File: src/rtl/jtdsp16_rom_aau.sv
// DSP16 ROM address arithmetic unit: program counter, pt/pr/pi/i registers
// and ROM fetch address generation.
module jtdsp16_rom_aau #(
    parameter logic [15:0] IRQ_VEC = 16'h0001,
    parameter logic [15:0] RST_PC  = 16'h0000
) (
    input  logic        clk,
    input  logic        rst,
    input  logic        cen,
    input  logic        goto_ja,
    input  logic        call_ja,
    input  logic        goto_b,
    input  logic        icall,
    input  logic        ext_irq,
    input  logic        post_inc,
    input  logic        pc_halt,
    input  logic        xaau_imm_load,
    input  logic        xaau_ram_load,
    input  logic [2:0]  r_field,
    input  logic [11:0] i_field,
    input  logic [15:0] long_imm,
    input  logic [15:0] ram_dout,
    output logic [15:0] rom_addr,
    output logic [15:0] pt,
    output logic [15:0] pr,
    output logic [15:0] pi,
    output logic [11:0] i_reg,
    output logic        in_irq
);

    logic [15:0] pc;
    logic [15:0] pc_nxt;
    logic        pr_save;
    logic        irq_nxt;
    logic        irq_take;
    logic [2:0]  b_code;
    logic        ld;
    logic [15:0] ld_data;
    logic [15:0] pt_inc;

    assign rom_addr = pc;
    assign irq_take = icall & ext_irq & ~in_irq;
    assign b_code   = i_field[10:8];
    assign ld       = xaau_imm_load | xaau_ram_load;
    assign ld_data  = xaau_imm_load ? long_imm : ram_dout;
    assign pt_inc   = pt + {{4{i_reg[11]}}, i_reg};

    always_comb begin
        pc_nxt  = pc + 16'd1;
        pr_save = 1'b0;
        irq_nxt = in_irq;
        if (irq_take) begin
            pc_nxt  = IRQ_VEC;
            irq_nxt = 1'b1;
        end else if (goto_b) begin
            unique case (b_code)
                3'b000: pc_nxt = pr;
                3'b001: begin
                    pc_nxt  = pi;
                    irq_nxt = 1'b0;
                end
                3'b010: pc_nxt = pt;
                3'b011: begin
                    pc_nxt  = pt;
                    pr_save = 1'b1;
                end
                default: pc_nxt = pc + 16'd1;
            endcase
        end else if (call_ja) begin
            pc_nxt  = {pc[15:12], i_field};
            pr_save = 1'b1;
        end else if (goto_ja) begin
            pc_nxt = {pc[15:12], i_field};
        end else if (pc_halt) begin
            pc_nxt = pc;
        end
    end

    always_ff @(posedge clk or posedge rst) begin
        if (rst) begin
            pc     <= RST_PC;
            in_irq <= 1'b0;
        end else if (cen) begin
            pc     <= pc_nxt;
            in_irq <= irq_nxt;
        end
    end

    // Flow-control saves of the return address win over register loads
    always_ff @(posedge clk or posedge rst) begin
        if (rst) begin
            pt    <= 16'd0;
            pr    <= 16'd0;
            pi    <= 16'd0;
            i_reg <= 12'd0;
        end else if (cen) begin
            if (ld && r_field == 3'd0)
                pt <= ld_data;
            else if (post_inc)
                pt <= pt_inc;
            if (pr_save)
                pr <= pc;
            else if (ld && r_field == 3'd1)
                pr <= ld_data;
            if (irq_take)
                pi <= pc;
            else if (ld && r_field == 3'd2)
                pi <= ld_data;
            if (ld && r_field == 3'd3)
                i_reg <= ld_data[11:0];
        end
    end

endmodule

File: config.mk
export PLATFORM = sky130hd
export DESIGN_NAME = jtdsp16_rom_aau
export DESIGN_NICKNAME = d
export VERILOG_FILES = /design/src/rtl/jtdsp16_rom_aau.sv
export SDC_FILE = /design/constraint.sdc
export NUM_CORES = 1
export LEC_CHECK = 0
export ABC_AREA = 1
export ABC_CLOCK_PERIOD_IN_PS = 2700
export CAP_MARGIN = 0
export CORE_ASPECT_RATIO = 1.5
export CORE_MARGIN = 2
export CORE_UTILIZATION = 29
export CTS_CLUSTER_SIZE = 20
export DETAILED_ROUTE_END_ITERATION = 10
export DONT_BUFFER_PORTS = 1
export PLACE_DENSITY_LB_ADDON = 0.25
export SYNTH_ARGS = -nofsm -noshare
export SYNTH_HDL_FRONTEND = slang
export SYNTH_SLANG_ARGS = --single-unit
File: constraint.sdc
create_clock -name clk -period 2.7 [get_ports clk]
set_input_delay 0.54 -clock clk [delete_from_list [all_inputs] [get_ports clk]]
set_output_delay 0.54 -clock clk [all_outputs]
set_load 0.05 [all_outputs]
==> flow_summary_export.csv <==
group,metric,value,unit
global_routing,grt_max_degree,37,
clocking,cts_tree,"yes",
global_routing,grt_pass1_vias,5589,
route,wirelength,20860,microns
synthesis,synth_top_family_by_area,"simple AND/OR/NAND/NOR gates",
route,firstDrtPassIters,5,
floorplan,die_y,173.3,microns
synthesis,synth_mux_area_share,0,%
synthesis,synth_area,5542,sq um
synthesis,netlist-cell-type-count,38,
finish,layout.nets,944,
route,wl_per_cell,18.56,microns
worst_setup_path,endpoint_kind,"register",
sta,setup_tns,0,ns
clocking,post_cts_resized,0,
finish,final_common_cell,"nand2_1",
clocking,cts.root.buffer_cell,"clkbuf_16",
floorplan,num_rows,61,
floorplan,coreArea,18620,sq um
sta,fmaxAchievable,470.7,MHz
power,powerDensity,1133,nW/um^2
floorplan,num_io_pins,136,
global_routing,grt_pass1_wl,32330,microns
placed_design,post-dp-hpwl,16380,microns
clocking,h-tree-depth,3,
clocking,cts-hold-fix-buffers,0,
synthesis,synth_top_area_cell,"dfrtp_1",
synthesis,synth_area_per_cell,6.497,sq um
worst_setup_path,start_kind,"register",
synthesis,synth_xor_area_share,2.371,%
route,drc,0,
synthesis,yosys.area_share.simple,33.69,%
sta,relSlewSlack,46.41,%
floorplan,design.die.area,20250,sq um
synthesis,synth_warnings,0,
route,drtIter0Drc,348,
clocking,clockBufferDepth,2,
finish,syn_to_final_growth,13.25,%
sta,slew_viol_final,0,
synthesis,netlist_instances,853,
global_routing,antenna_found_initial,0,
worst_setup_path,worstSetupPathType,"reg -> reg",
finish,num-fill-cells,2123,
synthesis,async_flop_share,100.0,%
placed_design,io_buffers,0,
sta,rsz0062_at_grt,"no",
finish,antennaDiodeCount,0,
worst_setup_path,crit_path_max_fanout,4,
sta,min_period,2.125,ns
synthesis,syn_nets,929,
power,p_leak,0.003164,uW
route,ant_nets,0,
synthesis,synth-edff-count,0,
sta,max_slew.worst_pin.slew,0.8009,ns
finish,drive_above_1_share,8.028,%
synthesis,synth_compound_area_share,15.31,%
placed_design,place_congestion,0.8755,
outcome,outcome,"complete, no violations",
floorplan,start_util,29.76,%
clocking,postCtsSetupBuffers,0,
route,viasPerCell,4.883,
hold_path,hold_class,"in -> async",
worst_setup_path,worstPathArrival,2.36,ns
job,maxCapViolations,0,
finish,final_cell_mix,"nand2_1 (302), inv_1 (98), nor2_1 (84)",
worst_setup_path,critPathRequiredTime,2.93,ns
synthesis,yosys.area.top_type_share,34.77,%
synthesis,ys.flop_type,"dfrtp_1",
synthesis,ys_seq_elements,77,
sta,fin_skew,0.006425,ns
global_routing,overflow,0,
route,vias,5488,
clocking,cts_num_sinks,77,
synthesis,synth.area.top_cells,"dfrtp_1 (35%), nand2_1 (20%), inv_1 (6.7%)",
clocking,clk_pin_slew,0.07,ns
sta,finalHoldViolCount,0,
floorplan,die_w,116.9,microns
clocking,numCtsBuffers,9,
power,vdd_ir_drop_max,0.3416,mV
clocking,insertion_delay,0.34,ns
synthesis,ys_seq_area_share,34.77,%
power,power,7111,uW
sta,finalCritPeriodShare,78.69,%
global_routing,track_usage,21.23,%
synthesis,synthAdderAreaFrac,3.974,%
sta,setup_viol,0,
==> final timing paths <==
path,slack [ns],to,depth (start not counted),from
setup / recovery,0.58,pt[15],11,pt[4]
hold / removal,0.1,i_reg[0],1,rst
setup reg to reg,0.58,pt[15],11,pt[4]
hold reg to reg,0.61,pi[11],2,rom_addr[11]
max in group asynchronous,1.97,rom_addr[7],2,rst
min in group clk,0.37,i_reg[0],2,xaau_imm_load
==> routing by layer <==
layer	vias up	routed length [microns]	global-route usage (%)
li1	2768	-	-
met1	2569	8384	24.63
met2	131	11010	38.42
met3	20	1112	4.650
met4	0	350	5.931
met5	-	0	0
==> critical path, cell delays in order, from the launching register on <==
cell and delay, ns:
dfrtp_1 0.74, ha_1 0.39, nand2_1 0.08, nand2_1 0.07, a21oi_1 0.17, nand2_1 0.15
nand2_1 0.12, nand2_1 0.06, nand2_1 0.06, nand3_1 0.07, nand2_1 0.07, nand2_1 0.04
==> stage by stage <==
stage | setup slack [ns] | std cells | instance area [sq um] | hold slack, ns | utilization [%]
6_report | 0.5753 | 1124 | 6276 | 0.09727 | 33.70
5_1_grt | 0.3939 | 1124 | 6276 | 0.1354 | 33.70
4_1_cts | 0.5801 | 1124 | 6276 | 0.1197 | 33.70
3_5_place_dp | 0.5978 | 1109 | 5977 | 0.4865 | 32.09
3_3_place_gp | 0.6122 | 1109 | 5977 | 0.4920 | 32.09
2_1_floorplan | 0.1933 | 853 | 5542 | 0.6933 | -
==> cells in the mapped netlist (2+ instances only) <==
library cell	count
nand2_1	302
inv_1	99
nor2_1	84
dfrtp_1	77
a21oi_1	52
o21ai_0	51
nand3_1	49
a31oi_1	19
buf_2	17
o211ai_1	17
ha_1	16
xor2_1	11
inv_2	6
nand4_1	6
clkbuf_1	5
nor3_1	5
buf_4	4
or2_2	4
xnor2_1	4
nor2_2	3
nand3_2	2
nor3_2	2
o221ai_1	2
o22ai_1	2
==> kinds of logic (layout without fill, tap and decap cells) <==
family,Yosys count,in the layout
flip-flops,77,77
XOR/XNOR,15,15
AND/OR/NAND/NOR,461,461
buffers and inverters,134,153
AO/OA/AOI/OAI,149,149
adder cells (fa/ha/maj),17,17
==> area by class of cell <==
type	instances	area, sq um	area share (%)
clock buffers	10	239.0	3.808
clock inverters	5	60.06	0.9569
inverters	105	395.4	6.300
multi-input cells	642	3067	48.86
flip-flops and latches	77	1927	30.70
well taps	252	315.3	5.024
repair buffers	33	272.8	4.346
==> where the power goes <==
group          internal, uW  switching [uW]  leakage, uW
Clock                   741             528     0.000145
Sequential             1500            1440     0.000916
Combinational           961            1940      0.00210
Total                  3200            3910      0.00316
(Power assumes the default switching activity.)
==> edit 1 (config.mk and constraints unchanged) <==
Register the output `rom_addr` once more; this adds one clock of latency there. The other outputs are not delayed to match.
--- a/src/rtl/jtdsp16_rom_aau.sv
+++ b/src/rtl/jtdsp16_rom_aau.sv
@@ -40,3 +40,5 @@
 
-    assign rom_addr = pc;
+    always_ff @(posedge clk) begin
+        rom_addr <= pc;
+    end
     assign irq_take = icall & ext_irq & ~in_irq;
Behaviour: not the same (Yosys sat finds a counterexample within 4 cycles, from zero or initial values and one cycle with rst high).
==> edit 1 against the original RTL <==
Sequential cell count rose by 16. Critical endpoint is now pt[13]$_DFFE_PP0P_. Largest cell class unchanged. Total power rose by 5.4%. Worst setup slack got worse by 0.074 ns. Clock skew rose by 0.0071 ns. Area after synthesis rose by 7.5%. Clock power rose by 10%. Routed wire length rose by 1.2%. Critical path type unchanged. Cell area rose by 5.5%. Utilization fell by 1.0 points.
==> edit 1: results (changes against the original RTL) <==
Drt
  – Via count: 5,572 (+1.5%)
  – Met1 wire length: 8220 um (-2.0%)
  – DR WL met3: 1250 um (+12%)
  – WL per Instance: 18.6 um (about the same)
  – DRT iter0 DRCs: 331 (-4.9%)
  – Max Used Layer: met5
  – DR WL met2: 11,200 um (+1.4%)

Yosys
  – Syn Nets: 940 (+1.2%)
  – Synth area leaders: dfrtp_1, nand2_1, inv_1, dfxtp_1, nor2_1
  – Asr flop ratio synth: 82.8% (-17 points)
  – Leading cell types by count after synthesis: nand2_1, inv_1, dfrtp_1
  – Library cells used by synthesis: 40 (+5.3%)
  – Post-synthesis cell area: 5960 um2 (+7.5%)
  – Post-synthesis sequential area ratio: 37.7% (+2.9 points)

Timing
  – Final clock skew: 0.0135 ns (+0.00705 ns)
  – Worst-Margin Slew: 0.750 ns (-0.0505 ns)

GRT
  – GRT Total Usage: 19.7% (-1.5 points)
  – Vias in the first global route: 5,294 (-5.3%)
  – First-pass GRT wire length: 32,100 um (-0.81%)

Clock network
  – Total CTS buffers: 9 (unchanged)
  – PostCTS Resize Cnt: 0 (unchanged)
  – Clock Latency Late Sink: 0.37 ns (+0.03 ns)

Power
  – Pleak: 3.28 nW (+3.6%)
  – Maximum VDD drop: 407 uV (+19%)
  – Pint: 3.52 mW (+10%)

Worst setup path
  – R2R Setup Slk: 0.50 ns (-0.07 ns)
  – CP delay by family, top: simple AND/OR/NAND/NOR gates
  – Max incr delay on CP: between 0.7 and 0.8 ns
  – Arr. time, crit path: 2.45 ns (+0.09 ns)

Run status
  – Status: completed

Final layout
  – Filler Cells Inserted: 2,208 (+4.0%)
  – Layout Nets: 945 (+0.11%)
  – Layout cells sized above 1: 8.24% (+0.21 points)

Placed design
  – DP HPWL: 16,600 um (+1.4%)
  – Post-DP Area: 6310 um2 (+5.5%)
  – GPL Wtd Cong: 0.889 (+1.5%)
==> edit 1: cell count changes after synthesis, moves of 5 or more <==
cell     before  now
a21oi_1      52   44
a21oi_2       1   10
dfxtp_1       0   16
mux2_2        0    5
nand2_1     302  321
nor2_1       84   67
o21a_1        1   10
o21ai_0      51   38
==> edit 1: cell families (layout without fill, tap and decap cells) <==
kind of cell	Yosys count	count (layout)	share of synthesized area (%)
simple gates	466	466	32.1
compound gates	141	141	14.5
buf+inv	131	141	9.43
flops	93	93	37.7
fa+ha+maj	17	17	3.70
xor+xnor	11	11	1.62
mux	5	5	0.945
==> edit 1: stage by stage <==
stage	instances	power (mW)	hold WS [ns]	util [%]	worst slack, ns
6_report	1138	7.50	0.0995	32.7	0.502
3_5_place_dp	1122	6.15	0.441	31.1	0.551
5_1_grt	1138	7.99	0.140	32.7	0.341
2_1_floorplan	864	5.29	0.391	-	0.193
4_1_cts	1138	7.57	0.108	32.7	0.517
3_3_place_gp	1122	6.11	0.438	31.1	0.585
==> edit 1: power by group through the flow <==
stage | clock, mW | combinational [mW] | sequential (mW)
after floorplan | 0 | 1.79 | 3.51
after global placement | 0 | 2.59 | 3.53
after detailed placement | 0 | 2.62 | 3.53
after CTS | 1.44 | 2.62 | 3.50
after global routing | 1.48 | 2.95 | 3.55
final | 1.40 | 2.61 | 3.48
==> edit 1: layout make-up <==
cell class	count	area, um2	share of cell area (%)
well taps	264	330	4.99
inverters	102	384	5.80
multi-input cells	640	3150	47.5
flip-flops and latches	93	2250	33.9
repair buffers	23	198	2.98
clock buffers	10	229	3.46
clock inverters	6	86.3	1.30
==> edit 1: worst paths after layout <==
| check | startpoint | to | cells after the start |
|---|---|---|---|
| worst max-delay path | pt[4]$_DFFE_PP0P_ | pt[13]$_DFFE_PP0P_ | 11 |
| worst min-delay path | rst | i_reg[2]$_DFFE_PP0P_ | 1 |
| worst max register to register | pt[4]$_DFFE_PP0P_ | pt[13]$_DFFE_PP0P_ | 11 |
| worst min register to register | pc[0]$_DFFE_PP0P_ | rom_addr[0]$_DFF_P_ | 0 |
| max in group asynchronous | rst | pt[10]$_DFFE_PP0P_ | 3 |
| min in group clk | i_field[2] | pc[2]$_DFFE_PP0P_ | 2 |
==> edit 1: per-layer routing <==
metal / global-route usage, % / up-vias
met5: 0 / -
met4: 6.88 / 2
met3: 4.41 / 31
met2: 35.6 / 155
met1: 22.3 / 2602
li1: - / 2782
==> edit 2 (config.mk and constraints unchanged) <==
Made on the original files. Add an input register stage for `pc_halt`, without a reset; this delays it by one clock. The other inputs are not delayed to match.
--- a/src/rtl/jtdsp16_rom_aau.sv
+++ b/src/rtl/jtdsp16_rom_aau.sv
@@ -29,2 +29,8 @@
 );
+
+    logic pc_halt_q;
+
+    always_ff @(posedge clk) begin
+        pc_halt_q <= pc_halt;
+    end
 
@@ -73,3 +79,3 @@
             pc_nxt = {pc[15:12], i_field};
-        end else if (pc_halt) begin
+        end else if (pc_halt_q) begin
             pc_nxt = pc;
Behaviour: not the same (a bounded check fails within 4 cycles, from zero or initial values and one cycle with rst high).
==> edit 2 against the original RTL <==
Sequential cell count up 1. Area after synthesis up 0.36%. Routed wire length down 0.68%. Cell area up 0.78%. Worst setup slack worse by 0.019 ns. Via count down 0.22%. Total power up 2.3%.
==> edit 2: results (changes against the original RTL) <==
Run status
  – Status: completed

Final layout
  – Filler Cells Inserted: 2,061 (-2.9%)
  – Layout Nets: 945 (+0.11%)
  – Post-Layout Cell Count: 1,130 (+0.53%)

Power
  – Pleak: 3.19 nW (+0.84%)
  – Clock share of power: 20.0% (+2.2 points)
  – P_seq: 3.04 mW (+3%)
  – Maximum VDD drop: 322 uV (-5.7%)

Worst setup path
  – R2R Setup Slk: 0.56 ns (-0.02 ns)
  – Reg2reg start: pt[5]$_DFFE_PP0P_
  – Arr. time, crit path: 2.38 ns (+0.02 ns)

Yosys
  – Synth Area in XOR/XNOR: 2.36% (-0.0085 points)
  – Synth area leaders: dfrtp_1, nand2_1, inv_1, nor2_1, a21oi_1
  – Post-Syn Instances: 854 (+0.12%)
  – Asr flop ratio synth: 98.7% (-1.3 points)
  – Synth Area in Compound Gates: 15.3% (-0.055 points)
  – Post-Synth Adder-Cell Area: 3.96% (-0.014 points)
  – Syn Nets: 930 (+0.11%)
  – Library cells used by synthesis: 39 (+2.6%)

Drt
  – DRT iter0 DRCs: 330 (-5.2%)
  – Vias per cell: 4.85 (-0.75%)
  – TritonRoute pass-1 iters: 4 (-1)

Placed design
  – Place WS: 0.544 ns (-0.0538 ns)
  – GPL Wtd Cong: 0.907 (+3.6%)
  – DP HPWL: 16,500 um (+0.50%)

GRT
  – Pin count of the biggest net entering global routing: 40 (+8.1%)
  – First-pass GRT wire length: 31,900 um (-1.4%)

Floorplan
  – Die area: 20,300 um2 (+0.35%)

Timing
  – Final clock skew: 0.00829 ns (+0.00186 ns)
## edit 2: cell types whose count changed after synthesis, sizes merged
cell | before | now
dfxtp | 0 | 1
## edit 2: cell type report
type / count / area [um2] / share of cell area [%]
multi-input cells: 642 / 3070 / 48.5
flip-flops and latches: 78 / 1950 / 30.8
inverters: 105 / 395 / 6.25
well taps: 256 / 320 / 5.06
clock buffers: 10 / 239 / 3.78
repair buffers: 33 / 248 / 3.92
clock inverters: 6 / 109 / 1.72
## edit 2: worst max-delay path, stage by stage (launching register included)
cell and delay [ns]:
dfrtp_1 0.73, ha_1 0.38, nand2_1 0.10, inv_1 0.07, a21oi_1 0.19, nand2_1 0.15, nand2_1 0.11, nand2_1 0.06
nand2_1 0.05, nand3_1 0.08, nand2_1 0.08, nand2_1 0.04
## edit 2: routing by layer
metal | vias up | routed length, um | track usage (%)
met5 | - | 0 | 0
met4 | 0 | 544 | 7.84
met3 | 27 | 1220 | 5.14
met2 | 137 | 10800 | 37.5
met1 | 2540 | 8140 | 23.6
li1 | 2772 | - | -
